--- config.mk ---
export PLATFORM = sky130hd
export DESIGN_NAME = mem_key_sequencer
export DESIGN_NICKNAME = d
export VERILOG_FILES = /design/src/rtl/mem_key_sequencer_pkg.sv /design/src/rtl/mem_key_ring.sv /design/src/rtl/mem_key_sequencer.sv
export SDC_FILE = /design/constraint.sdc
export NUM_CORES = 1
export LEC_CHECK = 0
export CAP_MARGIN = 10
export CORE_MARGIN = 2
export CORE_UTILIZATION = 39
export CTS_CLUSTER_SIZE = 20
export DETAILED_ROUTE_END_ITERATION = 10
export MAX_ROUTING_LAYER = met4
export PLACE_DENSITY = 0.78
export SLEW_MARGIN = 20
export SYNTH_ARGS = -nofsm -noshare
export SYNTH_HDL_FRONTEND = slang
export SYNTH_SLANG_ARGS = --single-unit
--- constraint.sdc ---
create_clock -name clk -period 2.1 [get_ports clk]
set_clock_uncertainty 0.15 [all_clocks]
set_input_delay 0.42 -clock clk [delete_from_list [all_inputs] [get_ports clk]]
set_output_delay 0.42 -clock clk [all_outputs]
set_load 0.03 [all_outputs]
--- src/rtl/mem_key_sequencer_pkg.sv ---
// Shared constants for the MEM front-end: character width, letter range, key digit width
// and FSM state codes.
package mem_key_sequencer_pkg;

    localparam int unsigned CHAR_W    = 8;
    localparam int unsigned DEF_SET_W = 2;

    localparam logic [CHAR_W-1:0] ASCII_A = 8'h41;
    localparam logic [CHAR_W-1:0] ASCII_Z = 8'h5A;

    localparam logic [0:0] ST_NOKEY = 1'b0;
    localparam logic [0:0] ST_READY = 1'b1;

    function automatic logic is_letter(input logic [CHAR_W-1:0] c);
        return (c >= ASCII_A) && (c <= ASCII_Z);
    endfunction

endpackage

--- src/rtl/mem_key_ring.sv ---
// Key register plus digit position counter; presents the digit currently selected by the
// position. Digit 0 sits in the most significant bits of the key.
module mem_key_ring
    import mem_key_sequencer_pkg::*;
#(
    parameter int unsigned KEY_LEN = 4,
    parameter int unsigned SET_W   = DEF_SET_W
) (
    input  logic                       clk,
    input  logic                       rst,
    input  logic                       load,
    input  logic [SET_W*KEY_LEN-1:0]   key_in,
    input  logic                       rewind,
    input  logic                       step,
    output logic [SET_W-1:0]           digit,
    output logic [$clog2(KEY_LEN)-1:0] pos
);

    localparam int unsigned POS_W = $clog2(KEY_LEN);
    localparam logic [POS_W-1:0] LAST_POS = POS_W'(KEY_LEN - 1);

    logic [SET_W*KEY_LEN-1:0] key_q;
    logic [POS_W-1:0]         pos_q, pos_d;

    // Rewind outranks a step taken in the same cycle.
    always_comb begin
        pos_d = pos_q;
        if (load || rewind) begin
            pos_d = '0;
        end else if (step) begin
            pos_d = (pos_q == LAST_POS) ? '0 : pos_q + POS_W'(1);
        end
    end

    always_ff @(posedge clk) begin
        if (rst) begin
            key_q <= '0;
            pos_q <= '0;
        end else begin
            if (load) begin
                key_q <= key_in;
            end
            pos_q <= pos_d;
        end
    end

    always_comb begin
        digit = '0;
        for (int unsigned i = 0; i < KEY_LEN; i++) begin
            if (pos_q == POS_W'(i)) begin
                digit = key_q[(KEY_LEN-1-i)*SET_W +: SET_W];
            end
        end
    end

    assign pos = pos_q;

endmodule

--- src/rtl/mem_key_sequencer.sv ---
// Front-end controller for the MEM datapath: character handshake, key stepping and a
// one-entry output buffer that sustains one character per cycle.
module mem_key_sequencer
    import mem_key_sequencer_pkg::*;
#(
    parameter int unsigned KEY_LEN = 4,
    parameter int unsigned SET_W   = DEF_SET_W
) (
    input  logic                       clk,
    input  logic                       rst,
    input  logic                       key_load,
    input  logic [SET_W*KEY_LEN-1:0]   key_in,
    input  logic                       msg_start,
    input  logic                       in_valid,
    output logic                       in_ready,
    input  logic [CHAR_W-1:0]          in_char,
    output logic                       out_valid,
    input  logic                       out_ready,
    output logic [CHAR_W-1:0]          out_char,
    output logic [SET_W-1:0]           mem_setting,
    output logic [CHAR_W-1:0]          mem_in,
    input  logic [CHAR_W-1:0]          mem_out,
    output logic [$clog2(KEY_LEN)-1:0] key_pos,
    output logic                       key_valid
);

    logic [0:0]        state_q;
    logic              out_valid_q;
    logic [CHAR_W-1:0] out_char_q;
    logic              accept;
    logic              letter;

    assign key_valid = (state_q == ST_READY);
    assign in_ready  = key_valid & ~key_load & (~out_valid_q | out_ready);
    assign accept    = in_valid & in_ready;
    assign letter    = is_letter(in_char);
    assign mem_in    = in_char;

    mem_key_ring #(
        .KEY_LEN (KEY_LEN),
        .SET_W   (SET_W)
    ) u_ring (
        .clk    (clk),
        .rst    (rst),
        .load   (key_load),
        .key_in (key_in),
        .rewind (msg_start),
        .step   (accept & letter),
        .digit  (mem_setting),
        .pos    (key_pos)
    );

    always_ff @(posedge clk) begin
        if (rst) begin
            state_q <= ST_NOKEY;
        end else if (key_load) begin
            state_q <= ST_READY;
        end
    end

    // A fresh accept overwrites a buffer being drained in the same cycle.
    always_ff @(posedge clk) begin
        if (rst) begin
            out_valid_q <= 1'b0;
            out_char_q  <= '0;
        end else if (accept) begin
            out_valid_q <= 1'b1;
            out_char_q  <= letter ? mem_out : in_char;
        end else if (out_ready) begin
            out_valid_q <= 1'b0;
        end
    end

    assign out_valid = out_valid_q;
    assign out_char  = out_char_q;

endmodule

==> run summary <==
In the layout the commonest cells are sky130_fd_sc_hd__clkdlybuf4s50_1 (41), sky130_fd_sc_hd__buf_4 (26), sky130_fd_sc_hd__nor2_1 (19). In this run the cell area measured after placement is 1600 sq um. The type of element launching the critical path is a register.

The number of optimization iterations in the first detailed-route pass came out at 4. The startpoint identified for the worst hold timing path is out_char[6]. The number of antenna violations at the first check in global routing came to 0. The sequential-to-total area share from yosys stat came out at 0.381. By instance count, the cell type seen most on the critical path is sky130_fd_sc_hd__a21oi_2. The die width came out at 55.9 microns. By area, the combinational part of the netlist is dominated by simple AND/OR/NAND/NOR gates. Of the total synthesized cell area, the portion taken by XOR and XNOR cells is 0. The depth of the CTS H-tree is 1. The run finished with clean final reports. In this run the worst setup path begins at u_ring.pos[1].

The count of cells in the finished layout, fillers not included, comes to 207. Entering global routing, the biggest net connects 14 pins. The smallest clock period supported by the final layout is computed as 2.08 ns. Counting flops and latches in the post-synthesis netlist gives 20.

The number of global-route vias before repair is 1070. Data arrives at the worst endpoint at 1.51 ns. The total non-filler cell area in the finished layout is 1690 sq um. The number of distinct library cells after synthesis is 30. The depth of the most critical reg-to-reg path came out at 4. During synthesis, Yosys emitted a total of 0 warnings.

The hold violation count in the final report came out at 0. The number of remaining DRC errors came out at 0. STA puts the critical path data required time at 1.53 ns.

The initial DRC count is 13. The placer's final routability congestion estimate is 0.798. The worst setup path is captured at a primary output. The net count after synthesis is 153. Setup violations remaining at the end of the flow were counted as 0. Of all nets on the critical path, the largest fanout is 4. The post-synthesis compound-gate area fraction is 0.169. The residual overflow from global routing is 0.

After technology mapping, the gate count stands at 119. CTS saw 20 sinks. The signal on the critical path passes through inv_2 -> ha_4 -> nand3b_1 -> a21oi_2 -> a21oi_2 -> o21ai_2 -> buf_6. The number of vias per cell came out at 5.20. The relative slew slack is 0.768. Of the total synthesized cell area, the portion taken by full adders, half adders and majority gates is 0.0476. Setup repair after global routing could not meet its margin everywhere. The timing-limited maximum frequency came out at 480 MHz. For this run, the post-layout net count is 213. The total count of max-transition violations in the final report was 0. The cell with the largest stage delay on the worst path is sky130_fd_sc_hd__dfxtp_2. The netlist area before placement came out at 1050 sq um. After detailed placement, the design holds a cell count of 201.

The path type of the worst min-delay path is register to register. The placeable core region came out at 2520 sq um. The post-synthesis average cell area is 8.83 sq um. Final hold analysis gives a worst-case slack of 0.324 ns. The worst hold path passes through 2 cells.

The actual slew at the worst max-slew pin is 0.347 ns. The total wirelength of the detailed-routed design is 2830 microns. The clock latency on the worst-skew pair came out at 0.29 ns. The row count is 18. The top-level I/O count is 53.

For this block, the via count after detailed routing is 1077. The initial core utilization is 0.417. The final period utilization came out at 0.992. The worst setup path is of the register to primary output kind. The most common cell after layout, fill and taps aside is sky130_fd_sc_hd__clkdlybuf4s50_1. The clock passes through at most 2 buffers. For this run, the slowest stage of the critical path takes 0.36 ns. The first global-routing pass estimated 4640 microns of wire. The number of antenna diodes in the final layout is 0. Of the total synthesized cell area, the portion taken by AND, OR, NAND and NOR gates is 0.233. Of the post-synthesis cell area, the part taken by muxes is 0.0762.

Buffers inserted during clock tree synthesis total 3. The number of port buffers is 52. The origin of the critical flop-to-flop path is out_valid.

IR analysis of the VDD net gives a maximum drop of 0.000321 V. In this run the static leakage power is 0.663 nW. The area growth from synthesis to layout is 61.1%. The root buffer cell chosen for the clock tree is sky130_fd_sc_hd__clkbuf_4.

The number of nets with antenna violations after detailed routing came out at 0. The tool flagged a number of max-cap violations equal to 0. The fraction of final layout cells with drive strength greater than 1 came out at 0.271. The y dimension of the die is 55.9 microns.

The power per cell area is 479 nW/um^2. The full die area is 3130 sq um. The post-CTS clock slew at the launch and capture registers of the worst setup and hold paths is 0.10 ns. The CTS tree is built. Power comes to 0.000811 W.

The total of fill cells in the finished design is 220. The average routed wire per standard cell came out at 13.7 microns. In the global route stage, overall resource usage came out at 0.190. The total half-perimeter wirelength after legalization and detailed placement came out at 2250 microns.
[worst paths after layout]
path | slack, ns | to
max reg2reg | 0.60 | u_ring.pos[1]
max | 0.02 | mem_setting[0]
min reg2reg | 0.32 | out_char[6]
min | 0.32 | out_char[6]
[area by class of cell]
cell class | count | area (sq um) | area share
clock buffer | 3 | 22.5 | 0.0133
tap | 30 | 37.5 | 0.0222
inverter | 2 | 7.51 | 0.00443
multi-input combinational | 83 | 592 | 0.350
sequential | 20 | 405 | 0.239
timing repair buffer | 69 | 628 | 0.371
[where the power goes]
| part | total, W | leakage (nW) | switching [W] | internal (W) |
|---|---|---|---|---|
| clock network | 0.000178 | 0.0138 | 0.000111 | 0.0000668 |
| registers | 0.000406 | 0.165 | 0.0000108 | 0.000396 |
| logic | 0.000227 | 0.484 | 0.000107 | 0.000119 |
| total | 0.000811 | 0.663 | 0.000230 | 0.000582 |
[layer usage]
| layer | wire [microns] | part of all wire | global-route usage | vias up |
|---|---|---|---|---|
| met4 | 17 | 0.0060 | 0.0850 | 0 |
| met1 | 1230 | 0.43 | 0.220 | 482 |
| met2 | 1400 | 0.50 | 0.315 | 44 |
| met3 | 179 | 0.063 | 0.0442 | 2 |
| li1 | - | - | - | 549 |
| met5 | 0 | 0 | - | - |
[state kept, by name, indices dropped and copies added (netlist names)]
register and cells:
out_valid 1, u_ring.pos 2, out_char 8, key_valid 1
u_ring.key_q 8
[metrics by stage]
stage,setup TNS (ns),util,setup WS [ns]
after floorplan,0,-,0.0338
final,0,0.671,0.0170
after detailed placement,-2.23,0.636,-0.298
after global placement,-1.74,0.636,-0.246
after CTS,0,0.649,0.000672
after global routing,-0.124,0.671,-0.0772
[what timing repair did]
item / CTS / global route
resized for setup: 5 / 10
endpoints found under the setup margin: 2 / 5
pin swaps: 1 / 4
hold buffers: 0 / 0
buffers inserted: 0 / 3
hold endpoints to repair: 0 / 0
[critical path, delay by kind of cell (launching register included)]
| family | cells | cell delay, ns |
|---|---|---|
| adder cells (fa/ha/maj) | 1 | 0.16 |
| flip-flops | 1 | 0.36 |
| buffers and inverters | 2 | 0.20 |
| AO/OA/AOI/OAI | 3 | 0.35 |
| AND/OR/NAND/NOR | 1 | 0.16 |
[Yosys cell counts]
cell | n | area share
sky130_fd_sc_hd__nand4_1 | 2 | 0.012
sky130_fd_sc_hd__nand2b_1 | 1 | 0.0060
sky130_fd_sc_hd__nor4_1 | 4 | 0.024
sky130_fd_sc_hd__nand3_1 | 4 | 0.019
sky130_fd_sc_hd__o211a_1 | 1 | 0.0095
sky130_fd_sc_hd__o31ai_1 | 2 | 0.014
sky130_fd_sc_hd__buf_4 | 8 | 0.057
sky130_fd_sc_hd__dfxtp_1 | 20 | 0.38
sky130_fd_sc_hd__o311ai_0 | 1 | 0.0083
sky130_fd_sc_hd__and3_1 | 1 | 0.0060
sky130_fd_sc_hd__a21o_2 | 1 | 0.0083
sky130_fd_sc_hd__o211ai_4 | 1 | 0.020
sky130_fd_sc_hd__a21oi_1 | 6 | 0.029
sky130_fd_sc_hd__a311oi_1 | 5 | 0.042
sky130_fd_sc_hd__nand3b_1 | 2 | 0.014
sky130_fd_sc_hd__nor2_1 | 19 | 0.068
sky130_fd_sc_hd__and3b_1 | 1 | 0.0083
sky130_fd_sc_hd__buf_1 | 1 | 0.0036
sky130_fd_sc_hd__nor3_1 | 5 | 0.024
sky130_fd_sc_hd__mux2i_1 | 8 | 0.076
sky130_fd_sc_hd__clkbuf_1 | 4 | 0.014
sky130_fd_sc_hd__inv_1 | 2 | 0.0071
sky130_fd_sc_hd__ha_1 | 4 | 0.048
sky130_fd_sc_hd__buf_6 | 1 | 0.011
sky130_fd_sc_hd__or4_4 | 1 | 0.011
sky130_fd_sc_hd__and4b_1 | 1 | 0.0095
sky130_fd_sc_hd__a21boi_0 | 2 | 0.014
sky130_fd_sc_hd__o21ai_0 | 5 | 0.024
sky130_fd_sc_hd__nand4b_2 | 1 | 0.014
sky130_fd_sc_hd__nand2_1 | 5 | 0.018
[cell families after synthesis]
kind of cell             after synthesis
flip-flops                            20
adder cells (fa/ha/maj)                4
AND/OR/NAND/NOR                       47
buffers and inverters                 16
multiplexers                           8
AO/OA/AOI/OAI                         24
(Power assumes the default switching activity.)
